<file path="config.mk">
export PLATFORM = sky130hd
export DESIGN_NAME = acc_seq_ctrl_flat
export DESIGN_NICKNAME = d
export VERILOG_FILES = /design/src/rtl/acc_seq_ctrl_if.sv /design/src/rtl/acc_seq_ctrl.sv /design/src/flat_wrapper.sv
export SDC_FILE = /design/constraint.sdc
export NUM_CORES = 1
export LEC_CHECK = 0
export CORE_MARGIN = 1
export CORE_UTILIZATION = 30
export DETAILED_ROUTE_END_ITERATION = 7
export SLEW_MARGIN = 0
export SYNTH_ARGS = -nofsm -noshare
export SYNTH_HDL_FRONTEND = slang
export SYNTH_SLANG_ARGS = --single-unit
</file>
<file path="constraint.sdc">
create_clock -name clk -period 6 [get_ports clk]
set_clock_uncertainty 0.15 [all_clocks]
set_input_delay 1.2 -clock clk [delete_from_list [all_inputs] [get_ports clk]]
set_output_delay 1.2 -clock clk [all_outputs]
set_load 0.02 [all_outputs]
</file>
<file path="src/rtl/acc_seq_ctrl_if.sv">
// Sample/result bundle for acc_seq_ctrl.
// master drives start/len/in_valid/flag/sub/a; slave returns b/cnt/busy/done/ovf.
interface acc_seq_ctrl_if #(
  parameter int DATA_W = 8,
  parameter int ACC_W  = 12,
  parameter int CNT_W  = 4
);
  logic              start;
  logic [CNT_W-1:0]  len;
  logic              in_valid;
  logic              flag;
  logic              sub;
  logic [DATA_W-1:0] a;
  logic [ACC_W-1:0]  b;
  logic [CNT_W-1:0]  cnt;
  logic              busy;
  logic              done;
  logic              ovf;

  modport master (
    output start, len, in_valid, flag, sub, a,
    input  b, cnt, busy, done, ovf
  );

  modport slave (
    input  start, len, in_valid, flag, sub, a,
    output b, cnt, busy, done, ovf
  );
endinterface

</file>
<file path="src/rtl/acc_seq_ctrl.sv">
// Length-controlled add/sub accumulator with sticky overflow and done pulse.
// Ports: clk, rst_n (async low), bus (slave: start,len,in_valid,flag,sub,a -> b,cnt,busy,done,ovf).
// Macro ACC_SAT_EN: saturate b on overflow instead of wrapping.
module acc_seq_ctrl #(
  parameter int DATA_W = 8,
  parameter int ACC_W  = 12,
  parameter int CNT_W  = 4
) (
  input logic           clk,
  input logic           rst_n,
  acc_seq_ctrl_if.slave bus
);

  typedef enum logic [1:0] {
    IDLE,
    RUN,
    DONE
  } state_t;

  state_t           state;
  logic [ACC_W-1:0] b_q;
  logic [CNT_W-1:0] cnt_q;
  logic [CNT_W-1:0] len_q;
  logic             busy_q;
  logic             done_q;
  logic             ovf_q;

  logic             acc_ok;
  logic [ACC_W:0]   a_ext;
  logic [ACC_W:0]   b_ext;
  logic [ACC_W:0]   sum;
  logic             of;
  logic [ACC_W-1:0] b_nxt;
  logic [CNT_W-1:0] cnt_inc;
  logic             last;

  assign acc_ok = (state == RUN) && bus.in_valid
                  && !bus.flag && !bus.start;

  assign a_ext = {{(ACC_W+1-DATA_W){bus.a[DATA_W-1]}}, bus.a};
  assign b_ext = {b_q[ACC_W-1], b_q};
  assign sum   = bus.sub ? (b_ext - a_ext) : (b_ext + a_ext);

  // one guard bit: result left the ACC_W range when top two bits differ
  assign of = sum[ACC_W] ^ sum[ACC_W-1];

`ifdef ACC_SAT_EN
  localparam logic [ACC_W-1:0] B_MAX = {1'b0, {(ACC_W-1){1'b1}}};
  localparam logic [ACC_W-1:0] B_MIN = {1'b1, {(ACC_W-1){1'b0}}};

  assign b_nxt = !of       ? sum[ACC_W-1:0] :
                 sum[ACC_W] ? B_MIN : B_MAX;
`else
  assign b_nxt = sum[ACC_W-1:0];
`endif

  assign cnt_inc = cnt_q + 1'b1;
  assign last    = (len_q != '0) && (cnt_inc == len_q);

  always_ff @(posedge clk or negedge rst_n) begin
    if (!rst_n) begin
      state  <= IDLE;
      b_q    <= '0;
      cnt_q  <= '0;
      len_q  <= '0;
      busy_q <= 1'b0;
      done_q <= 1'b0;
      ovf_q  <= 1'b0;
    end else if (bus.start) begin
      state  <= RUN;
      b_q    <= '0;
      cnt_q  <= '0;
      len_q  <= bus.len;
      busy_q <= 1'b1;
      done_q <= 1'b0;
      ovf_q  <= 1'b0;
    end else begin
      done_q <= 1'b0;
      unique case (state)
        IDLE: ;
        RUN: begin
          if (acc_ok) begin
            b_q   <= b_nxt;
            cnt_q <= cnt_inc;
            if (of) ovf_q <= 1'b1;
            if (last) begin
              state  <= DONE;
              busy_q <= 1'b0;
              done_q <= 1'b1;
            end
          end
        end
        DONE: ;
        default: state <= IDLE;
      endcase
    end
  end

  assign bus.b    = b_q;
  assign bus.cnt  = cnt_q;
  assign bus.busy = busy_q;
  assign bus.done = done_q;
  assign bus.ovf  = ovf_q;

endmodule

</file>
<file path="src/flat_wrapper.sv">
// flat-port wrapper written by rule: the top's interface ports become plain ports
module acc_seq_ctrl_flat 
#(
  parameter int DATA_W = 8,
  parameter int ACC_W  = 12,
  parameter int CNT_W  = 4
)
  (clk, rst_n, bus_start, bus_len, bus_in_valid, bus_flag, bus_sub, bus_a, bus_b, bus_cnt, bus_busy, bus_done, bus_ovf);
  acc_seq_ctrl_if #(.DATA_W(DATA_W), .ACC_W(ACC_W), .CNT_W(CNT_W)) bus_i ();
  input logic clk;
  input logic rst_n;
  input wire logic [$bits(bus_i.start)-1:0] bus_start;
  input wire logic [$bits(bus_i.len)-1:0] bus_len;
  input wire logic [$bits(bus_i.in_valid)-1:0] bus_in_valid;
  input wire logic [$bits(bus_i.flag)-1:0] bus_flag;
  input wire logic [$bits(bus_i.sub)-1:0] bus_sub;
  input wire logic [$bits(bus_i.a)-1:0] bus_a;
  output wire logic [$bits(bus_i.b)-1:0] bus_b;
  output wire logic [$bits(bus_i.cnt)-1:0] bus_cnt;
  output wire logic [$bits(bus_i.busy)-1:0] bus_busy;
  output wire logic [$bits(bus_i.done)-1:0] bus_done;
  output wire logic [$bits(bus_i.ovf)-1:0] bus_ovf;
  assign bus_i.start = bus_start;
  assign bus_i.len = bus_len;
  assign bus_i.in_valid = bus_in_valid;
  assign bus_i.flag = bus_flag;
  assign bus_i.sub = bus_sub;
  assign bus_i.a = bus_a;
  assign bus_b = bus_i.b;
  assign bus_cnt = bus_i.cnt;
  assign bus_busy = bus_i.busy;
  assign bus_done = bus_i.done;
  assign bus_ovf = bus_i.ovf;
  acc_seq_ctrl #(.DATA_W(DATA_W), .ACC_W(ACC_W), .CNT_W(CNT_W)) u_core (.clk(clk), .rst_n(rst_n), .bus(bus_i));
endmodule
</file>
Yosys cells after proc, flatten, opt, wreduce, memory -nomap -nowiden
Cells that the tools add are included.
Cells by class
  add/sub/neg operators: 3
  bitwise logic cells: 1
  equality and inequality tests: 6
  multiplexer cells: 23
  reductions and logical operators: 17
Operator list (count)
  2-to-1 mux 12 bit: 3
  adder 12 x 8 -> 13 bit: 1
  2-to-1 mux 13 bit: 1
  subtractor 12 x 8 -> 13 bit: 1
  2-to-1 mux 1 bit: 12
  2-to-1 mux 4 bit: 3
  AND reduction 3 bit: 3
  nonzero test 2 bit: 4
  2-to-1 mux 2 bit: 3
  != test 3 x 2 -> 1 bit (second input constant): 2
  adder 4 x 1 -> 4 bit (second input constant): 1
  equality test 4 bit: 1
  logical AND 1 bit: 4
  one-hot mux 2 bit (2 select lines): 1
  nonzero test 4 bit: 1
  equality test 2 x 1 -> 1 bit (second input constant): 1
  equality test 2 bit (second input constant): 1
  logical NOT 1 bit: 2
  logical NOT 2 bit: 1
  != test 2 x 1 -> 1 bit (second input constant): 1
  AND reduction 2 bit: 1
  OR reduction 2 bit: 1
  bitwise XOR 1 bit: 1
Storage, ports and cells
  input port bits: 18
  word-level logic and storage cells: 57
  output and inout port bits: 19
  bits in registers: 25

Longest topological paths before layout
  word-level depth: 7
  gate-level depth with buffers: 13
  mapped depth without buffers: 13

Least setup slack after synthesis
Ideal clock, no wire load.
  path kind: input -> register
  from: input bus_a[0]
  to: register u_core.b_q[9] (netlist: u_core.bus.b[9])
  data arrival time: 3.276 ns
  setup time: 0.091 ns
  slack: 2.483 ns
  data required time: 5.759 ns
  stages: 13
  path buffers: 0
  path through: inv_1 -> ha_1 -> nand2_1 -> nor4_1 -> nor2_1 -> xnor2_1 -> ha_1 -> a21oi_2 -> nor3b_2 -> a21oi_1 -> a21o_1 -> a211o_1 -> o221ai_1
On the way
  longest elaborated chain between the ends: 5
  elaborated cells between the ends (all ways): 6
  those cells by class: 2 x add/sub; 4 x mux
RTL lines
  from (decl): line flat_wrapper.sv:17  | input wire logic [$bits(bus_i.a)-1:0] bus_a;
  adder 12 x 8 -> 13 bit / subtractor 12 x 8 -> 13 bit (equally long branches): line acc_seq_ctrl.sv:42  | assign sum = bus.sub ? (b_ext - a_ext) : (b_ext + a_ext);
  2-to-1 mux 13 bit (*): line acc_seq_ctrl.sv:42
  2-to-1 mux 12 bit (*): line acc_seq_ctrl.sv:82  | if (acc_ok) begin
  2-to-1 mux 12 bit (*): line acc_seq_ctrl.sv:79  | unique case (state)
  2-to-1 mux 12 bit (*): line acc_seq_ctrl.sv:69  | end else if (bus.start) begin
  to (signal assigned): line acc_seq_ctrl.sv:83  | b_q <= b_nxt;
  to (decl): line acc_seq_ctrl.sv:21  | logic [ACC_W-1:0] b_q;
Every way passes the cells marked *; elsewhere a longest branch is shown, timed or not. The select of a mux whose other input is x is not followed.
A chain may end at the register's enable or synchronous reset.

Worst setup path after layout
Same ends and word-level chain as after synthesis.

==> reports/results.txt <==
Fmax - 248 MHz
power per cell area - 201 nW/um^2
Tot GR Track Use - 14.6%
most frequent cell after synthesis - dfrtp_1
post-CTS sizing - 0
Avg Vias per Cell - 5.14
postcts setup bufs - 0
Fin. Hold Viols - 0
Final WS setup - 1.97 ns
Mapped Nets - 251
Initial Utilization - 31.5%
Layout Cells excl Fill - 326
area of the multi-input gates - 1200 um^2
final WL - 4510 um
Static Leak - 0.973 nW
Mean Syn Cell Area - 8.70 um^2
clock slew at reported path FFs - 0.09 ns
RSZ-0062 raised after global routing - no
proportion of synthesized chip area in sequential cells - 33.0%
Pre-Repair DR Iteration Count - 4
clk buf depth - 2
Async SR Flop Fraction - 100%
Finish-stage setup viols - 0
wire length per cell - 13.8 um
Die H - 81.5 um
Vias - 1676
Core Region - 6030 um^2
Die X - 81.5 um
slew margin rel. - 30.1%
fin crit share - 67.1%
Worst Tran Pin Value - 1.05 ns
CP Data Arrival Time - 4.00 ns
Critical Path RT - 5.97 ns
die area - 6640 um^2
fill count - 623
CTS tree - done
CP Class - primary input to flop
largest net degree at the start of global routing - 27
Synth cell types - 48
dpl ws - 1.67 ns
Post-synth EDFFs - 0
DP Cell Count - 322
Cell Area, Synth - 1900 um^2
CTS sink cnt - 25
CP endpoint kind - flop
Crit Path Max Fanout - 5
crit start category - primary input
share of the synthesized area in the top cell type - 33.0%
r2r setup slk - 3.52 ns
final slew viol count - 0
outcome - completed
layout net count - 285
Tmin final - 4.03 ns
GP Congestion - 0.852
initial antenna violation count - 0
yosys warns - 0
HPWL after detailed placement - 3330 um
post-route DRC violation count - 0
maxcap violations - 0
global route overflow - 0
ant diodes - 0
IO Port Bufs - 36
Synth Instances - 218
fraction of layout cells with a size suffix above 1 - 5.58%
Synth Flop Type - dfrtp_1
commonest cells in the netlist - dfrtp_1 (25), nor2_1 (22), nand2_1 (21)
Synth area leader - dfrtp_1
FF+latch area - 626 um^2
Starting DRT DRC Count - 99
ranking of synthesized cells by area - dfrtp_1 (33%), ha_1 (9.2%), xnor2_1 (5.5%)
IO Pins - 37
Placement Rows - 28
Routed Antenna Nets - 0
maximum vdd drop - 0.0794 mV
clk_lat worst skew - 0.27 ns
vias in the first global route - 1580
Yosys reg bits - 25
htree depth - 1
CTS buffer count - 3
first-pass GRT wire length - 7440 um
TNS Setup - 0 ns
P&R area growth vs syn - 25.1%
root buffer cell - clkbuf_8
HP Class - flop to flop
# hold bufs at CTS - 0
-- flip-flops by register name, summed over array words and instances (netlist names) --
name,flops
u_core.bus.cnt,4
u_core.len_q,4
u_core.bus.ovf,1
u_core.bus.busy,1
u_core.state,2
u_core.bus.b,12
u_core.bus.done,1
-- per-stage QoR --
| stage | utilization [%] | power (W) | cell area, um^2 | hold slack (ns) |
|---|---|---|---|---|
| 6_report | 39.4 | 0.000477 | 2370 | 0.338 |
| 4_1_cts | 39.4 | 0.000482 | 2370 | 0.341 |
| 5_1_grt | 39.4 | 0.000510 | 2370 | 0.367 |
| 2_1_floorplan | - | 0.000316 | 1900 | 0.297 |
| 3_3_place_gp | 38.6 | 0.000376 | 2330 | 0.311 |
| 3_5_place_dp | 38.6 | 0.000377 | 2330 | 0.320 |
-- worst paths after layout --
check / start / end / cells after the start
min in group asynchronous: rst_n / u_core.len_q[2]$_DFFE_PN0P_ / 2
worst max-delay path: bus_a[0] / u_core.bus.b[9]$_DFFE_PN0P_ / 14
worst min-delay path: u_core.state[1]$_DFFE_PN0P_ / u_core.state[1]$_DFFE_PN0P_ / 2
worst min register to register: u_core.state[1]$_DFFE_PN0P_ / u_core.state[1]$_DFFE_PN0P_ / 2
worst max register to register: u_core.bus.b[0]$_DFFE_PN0P_ / u_core.bus.b[8]$_DFFE_PN0P_ / 9
max in group asynchronous: rst_n / u_core.bus.b[11]$_DFFE_PN0P_ / 2
-- kinds of logic (layout without fill, tap and decap cells) --
logic type / after synthesis / count (layout) / synth area share, %
xor gates and xnor gates: 15 / 15 / 6.93
adders and majority gates: 15 / 15 / 10.3
muxes: 7 / 7 / 4.02
buffers and inverters: 19 / 52 / 3.76
and+or+nand+nor: 82 / 82 / 21.6
AOI/OAI and AO/OA: 55 / 55 / 20.4
DFF: 25 / 25 / 33.0
-- layer usage --
layer / global-route usage, % / vias up / part of all wire (%)
met5: 0 / - / 0
li1: - / 853 / -
met2: 21.3 / 38 / 43
met4: 4.11 / 0 / 0.95
met1: 21.3 / 781 / 50
met3: 3.00 / 4 / 5.8
-- cells in the final DEF (no fill, tap or decap), drive strengths merged, types with 3 or more instances in the layout --
master          n
clkdlybuf4s50  36
dfrtp          25
nor2           22
nand2          21
a21oi          18
ha             14
xnor2          12
inv            11
nand3           9
o21ai           8
nor3            6
mux2            5
o21a            5
a21o            4
clkbuf          4
and2            3
xor2            3
nand3b          3
or3             3
nand2b          3
a211oi          3
-- where the power goes --
| group | internal, W | switching (W) | total, W |
|---|---|---|---|
| Sequential | 0.000181 | 0.0000123 | 0.000193 |
| Clock | 0.0000476 | 0.0000560 | 0.000104 |
| Combinational | 0.0000836 | 0.0000971 | 0.000181 |
| Total | 0.000312 | 0.000165 | 0.000477 |
-- final cells by class --
class                           instances  area share, %
Clock buffer                            4           1.90
Inverter                               11           1.74
Multi-Input combinational cell        174           50.6
Sequential cell                        25           26.4
Tap cell                               75           3.95
Timing Repair Buffer                   37           15.5
-- worst max-delay path, cell delays in order --
cell             delay [ns]
clkdlybuf4s50_1        0.47
inv_1                  0.08
ha_1                   0.18
nand2_1                0.08
nor4_1                 0.18
nor2_1                 0.08
xnor2_1                0.19
ha_1                   0.32
a21oi_2                0.22
nor3b_2                0.30
a21oi_1                0.15
a21o_1                 0.24
a21oi_1                0.16
o221ai_1               0.14
Note: power is estimated with default switching activity, not from simulation.
